## src/rtl/fiapp_seq.sv

```systemverilog
// fiapp_seq: serialises a bit pattern onto a fiapp pipeline and checks its o2/o3 response.
// Define FIAPP_SEQ_CHECK_EN to build the response checker; without it err/err_count stay 0.
module fiapp_seq #(
  parameter int W     = 16,
  parameter int GAP   = 0,
  parameter int CNT_W = 8
) (
  input  logic                   clk,
  input  logic                   reset_n,
  input  logic                   start,
  input  logic [W-1:0]           pattern,
  input  logic [$clog2(W+1)-1:0] len,
  input  logic                   o2,
  input  logic                   o3,
  output logic                   a,
  output logic                   enable,
  output logic                   busy,
  output logic                   done,
  output logic                   err,
  output logic [CNT_W-1:0]       err_count
);

  localparam int LW = $clog2(W + 1);
  localparam int GW = (GAP > 0) ? $clog2(GAP + 1) : 1;
  localparam logic [LW-1:0] W_LEN    = LW'(W);
  localparam logic [GW-1:0] GAP_LAST = GW'((GAP > 0) ? GAP - 1 : 0);

  typedef enum logic [2:0] {
    S_IDLE,
    S_DRIVE,
    S_GAP,
    S_DRAIN1,
    S_DRAIN2,
    S_DONE
  } state_t;

  state_t          state;
  logic [W-1:0]    pat_q;
  logic [LW-1:0]   rem;
  logic [GW-1:0]   gap_cnt;
  logic [LW-1:0]   len_clamped;

  assign len_clamped = (len > W_LEN) ? W_LEN : len;

  // pat_q is a right-shifting copy of the pattern; rem counts bits still to drive after the current one.
  always_ff @(posedge clk or negedge reset_n) begin
    if (!reset_n) begin
      state   <= S_IDLE;
      pat_q   <= '0;
      rem     <= '0;
      gap_cnt <= '0;
      a       <= 1'b0;
      enable  <= 1'b0;
      busy    <= 1'b0;
      done    <= 1'b0;
    end else begin
      enable <= 1'b0;
      done   <= 1'b0;
      case (state)
        S_IDLE: begin
          if (start) begin
            if (len_clamped != '0) begin
              state  <= S_DRIVE;
              a      <= pattern[0];
              pat_q  <= pattern >> 1;
              rem    <= len_clamped - 1'b1;
              enable <= 1'b1;
              busy   <= 1'b1;
            end else begin
              state <= S_DONE;
              done  <= 1'b1;
            end
          end
        end
        S_DRIVE: begin
          if (rem == '0) begin
            state <= S_DRAIN1;
          end else if (GAP > 0) begin
            state   <= S_GAP;
            gap_cnt <= GAP_LAST;
          end else begin
            a      <= pat_q[0];
            pat_q  <= pat_q >> 1;
            rem    <= rem - 1'b1;
            enable <= 1'b1;
          end
        end
        S_GAP: begin
          if (gap_cnt == '0) begin
            state  <= S_DRIVE;
            a      <= pat_q[0];
            pat_q  <= pat_q >> 1;
            rem    <= rem - 1'b1;
            enable <= 1'b1;
          end else begin
            gap_cnt <= gap_cnt - 1'b1;
          end
        end
        S_DRAIN1: state <= S_DRAIN2;
        S_DRAIN2: begin
          state <= S_DONE;
          busy  <= 1'b0;
          done  <= 1'b1;
        end
        S_DONE:  state <= S_IDLE;
        default: state <= S_IDLE;
      endcase
    end
  end

`ifdef FIAPP_SEQ_CHECK_EN
  logic [1:0] chk_vld;
  logic [1:0] chk_exp;
  logic       mismatch;

  assign mismatch = chk_vld[1] && ((o2 != chk_exp[1]) || (o3 == chk_exp[1]));

  // Each driven bit reaches the pipeline outputs two cycles later; stage 1 lines up with that cycle.
  always_ff @(posedge clk or negedge reset_n) begin
    if (!reset_n) begin
      chk_vld   <= '0;
      chk_exp   <= '0;
      err       <= 1'b0;
      err_count <= '0;
    end else begin
      chk_vld <= {chk_vld[0], enable};
      chk_exp <= {chk_exp[0], a};
      if (state == S_IDLE && start) begin
        err       <= 1'b0;
        err_count <= '0;
      end else if (mismatch) begin
        err <= 1'b1;
        if (err_count != '1) err_count <= err_count + 1'b1;
      end
    end
  end
`else
  logic unused_pipe_outputs;
  assign unused_pipe_outputs = o2 ^ o3;
  assign err       = 1'b0;
  assign err_count = '0;
`endif

endmodule

```

## config.mk

```make
export PLATFORM = sky130hd
export DESIGN_NAME = fiapp_seq
export DESIGN_NICKNAME = d
export VERILOG_FILES = /design/src/rtl/fiapp_seq.sv
export SDC_FILE = /design/constraint.sdc
export NUM_CORES = 1
export LEC_CHECK = 0
export BUFFER_PORTS_ARGS = -buffer_cell sky130_fd_sc_hd__buf_2
export CAP_MARGIN = 20
export CORE_ASPECT_RATIO = 2
export CORE_MARGIN = 1
export CORE_UTILIZATION = 38
export DETAILED_ROUTE_END_ITERATION = 12
export GPL_ROUTABILITY_DRIVEN = 0
export PLACE_DENSITY = 0.72
export SLEW_MARGIN = 20
export SYNTH_ARGS = -nofsm -noshare
export SYNTH_HDL_FRONTEND = slang
export SYNTH_SLANG_ARGS = --single-unit
```

## constraint.sdc

```tcl
create_clock -name clk -period 2.6 [get_ports clk]
set_input_delay 0.52 -clock clk [delete_from_list [all_inputs] [get_ports clk]]
set_output_delay 0.52 -clock clk [all_outputs]
set_load 0.02 [all_outputs]
```

==> impl_metrics.py <==
metrics = {
    "clocking": {
        "ctsResizeCount": 0,
        "cts_setup_buffers": 0,
        "h-tree-depth": 1,
        "cts_buffer_depth": 2,
        "cts_sinks": 27,
        "cts_tree": "yes",
        "clkLatencyLatePin_ns": 0.27,
        "root_buffer": "clkbuf_8",
        "cts_buffers": 3,
        "ctsHoldBuffers": 0,
        "clk_pin_slew_ns": 0.10,
    },
    "floorplanning": {
        "row_count": 31,
        "core_area_um2": 3650,
        "ios": 39,
        "die_y_um": 90.0,
        "start_util_pct": 40.3,
        "die_w_um": 46.0,
        "dieArea_um2": 4140,
    },
    "layout": {
        "final_cell_mix": "27 x dfrtp_1, 27 x buf_2, 26 x a21oi_1",
        "regArea_um2": 676,
        "fillers": 379,
        "area_growth_pct": 14.0,
        "antenna_cells": 0,
        "multi_input_area_um2": 721,
        "layout.nets": 207,
        "drive_gt1_share_pct": 22.3,
    },
    "timing": {
        "skew_ns": 0.00349,
        "rsz0062_at_grt": "no",
        "min_period_over_period_pct": 84.1,
        "max_freq_ghz": 0.457,
        "layout_min_cycle_time_ns": 2.19,
        "relSlewSlack_pct": 59.5,
        "tns_ns": 0,
        "drv_slew": 0,
        "finalSetupViolations": 0,
        "worstMarginPinSlew_ns": 0.608,
        "timing.hold.ws_ns": 0.243,
        "final_hold_viol_count": 0,
    },
    "route": {
        "dr.pass1.iters": 3,
        "antenna_left": 0,
        "routed_via_density": 4.87,
        "dr.first_iter.drc_count": 20,
        "wl_per_cell_um": 11.9,
        "route.detailed.drc": 0,
        "via_count": 1111,
        "wirelength_mm": 2.72,
    },
    "logic_synthesis": {
        "synth-seq-area-share_pct": 46.0,
        "syn_avg_cell_area_um2": 9.61,
        "synth-warning-count": 0,
        "synth_cells": 153,
        "ys_types": 30,
        "syn_area_um2": 1470,
        "synth-seq-cells": 27,
    },
    "grt": {
        "grt_pass1_vias": 1059,
        "grt_usage_pct": 14.4,
        "use_met3_pct": 1.81,
        "grt_util_met1_pct": 17.8,
        "grt_pass1_wl_mm": 4.52,
        "grt_busiest_layer": "met2",
        "antenna_found_initial": 0,
        "grt_start_max_net_pins": 28,
        "overflow": 0,
        "use_met2_pct": 23.6,
    },
    "worst_setup_path": {
        "crit-reg2reg-launch": "state[1]$_DFFE_PN0P_",
        "worst-setup-path-type": "register to register",
        "cp-start-kind": "register",
        "cp.arrival_ns": 2.36,
        "crit_fanout": 27,
        "worstSetupEndpointType": "register",
        "crit_required_ns": 2.77,
        "r2r_slack_ns": 0.41,
        "rr_endpoint": "rem[2]$_DFFE_PN0P_",
        "rr_worst_depth": 6,
    },
    "placed_design": {
        "port_buffers": 27,
        "hpwl_mm": 2.00,
    },
    "power_and_ir_drop": {
        "p_per_area_nw_per_um2": 1140,
        "ir_worst_vdd_mv": 0.644,
        "clock_power_share_pct": 12.9,
        "power.total_uw": 1900,
        "swShare_pct": 40.0,
        "combinationalPowerShare_pct": 48.8,
        "leakagePower_uw": 0.000753,
        "p_switching_uw": 761,
        "internal_power_uw": 1140,
        "p_seq_share_pct": 38.3,
    },
    "job": {
        "max_cap_violations": 0,
    },
    "min_path": {
        "worstHoldPathType": "input port to asynchronous set/reset pin",
    },
    "outcome": {
        "status": "complete, no violations",
    },
}
power groups by stage:
stage / logic, µW / clock network, µW / registers [µW]
after floorplan: 754 / 0 / 726
after CTS: 943 / 257 / 728
after global routing: 1050 / 269 / 757
after global placement: 914 / 0 / 734
final: 929 / 245 / 729
after detailed placement: 936 / 0 / 737
kinds of logic after synthesis:
| family | Yosys count | synth area share (%) |
|---|---|---|
| and+or+nand+nor | 47 | 15.2 |
| other | 1 | 0.255 |
| muxes | 19 | 13.4 |
| adders and majority gates | 1 | 0.851 |
| buffers and inverters | 19 | 7.66 |
| AOI/OAI and AO/OA | 39 | 16.7 |
| DFF | 27 | 46.0 |
worst max-delay path: stages, from the launching register on:
cell      delay (ns)
dfrtp_1         0.47
nand2b_1        0.23
a21o_1          0.20
a31oi_4         0.43
buf_4           0.35
o21ai_0         0.15
a22o_1          0.25
metal layers:
| metal | vias up | wire, µm |
|---|---|---|
| met1 | 514 | 1120 |
| met3 | 4 | 75 |
| met5 | - | 0 |
| met4 | 0 | 54 |
| li1 | 570 | - |
| met2 | 23 | 1470 |
layout make-up:
type / count / area share [%]
Clock inverter: 1 / 0.448
Tap cell: 49 / 3.66
Clock buffer: 3 / 2.46
Timing Repair Buffer: 30 / 9.41
Inverter: 3 / 0.672
Sequential cell: 27 / 40.3
Multi-Input combinational cell: 115 / 43.0
sequential cells by signal (all words and copies together), names as in the netlist:
register  flops
rem           5
done          1
enable        1
state         3
busy          1
a             1
pat_q        15
per-stage QoR:
| stage | util [%] | setup slack, ns | instance area (µm²) | std cells |
|---|---|---|---|---|
| finish | 46.0 | 0.413 | 1680 | 228 |
| detailed placement | 44.6 | 0.349 | 1630 | 224 |
| global route | 46.0 | 0.257 | 1680 | 228 |
| floorplan | - | 0.651 | 1500 | 161 |
| global placement | 44.6 | 0.354 | 1630 | 224 |
| CTS | 46.0 | 0.402 | 1680 | 228 |
Yosys cell counts (all sizes together):
master / number / area (µm²)
mux2i: 17 / 170
a211o: 1 / 8.76
clkbuf: 3 / 11.3
a31oi: 1 / 12.5
conb: 1 / 3.75
a21o: 3 / 22.5
nand2: 6 / 22.5
inv: 3 / 11.3
nand3: 2 / 10.0
nor3b: 3 / 22.5
nor4: 1 / 6.26
o21ai: 4 / 20.0
nor2b: 2 / 12.5
o21bai: 1 / 7.51
nand4: 1 / 6.26
nand2b: 2 / 12.5
nor2: 21 / 78.8
o311ai: 1 / 26.3
nor3: 7 / 35.0
mux2: 2 / 26.3
dfrtp: 27 / 676
a22o: 1 / 8.76
buf: 13 / 90.1
a21oi: 27 / 139
or3: 2 / 17.5
ha: 1 / 12.5
worst max path at each step:
stage / start / endpoint / slack [ns] / cells after the start
after floorplan: len[2] / rem[3]$_DFFE_PN0P_ / 0.65 / 5
after global placement: len[2] / rem[3]$_DFFE_PN0P_ / 0.35 / 6
after detailed placement: len[2] / rem[3]$_DFFE_PN0P_ / 0.35 / 6
after CTS: state[1]$_DFFE_PN0P_ / rem[2]$_DFFE_PN0P_ / 0.40 / 6
after global routing: state[1]$_DFFE_PN0P_ / rem[2]$_DFFE_PN0P_ / 0.26 / 6
final: state[1]$_DFFE_PN0P_ / rem[2]$_DFFE_PN0P_ / 0.41 / 6
(Power assumes the default switching activity.)
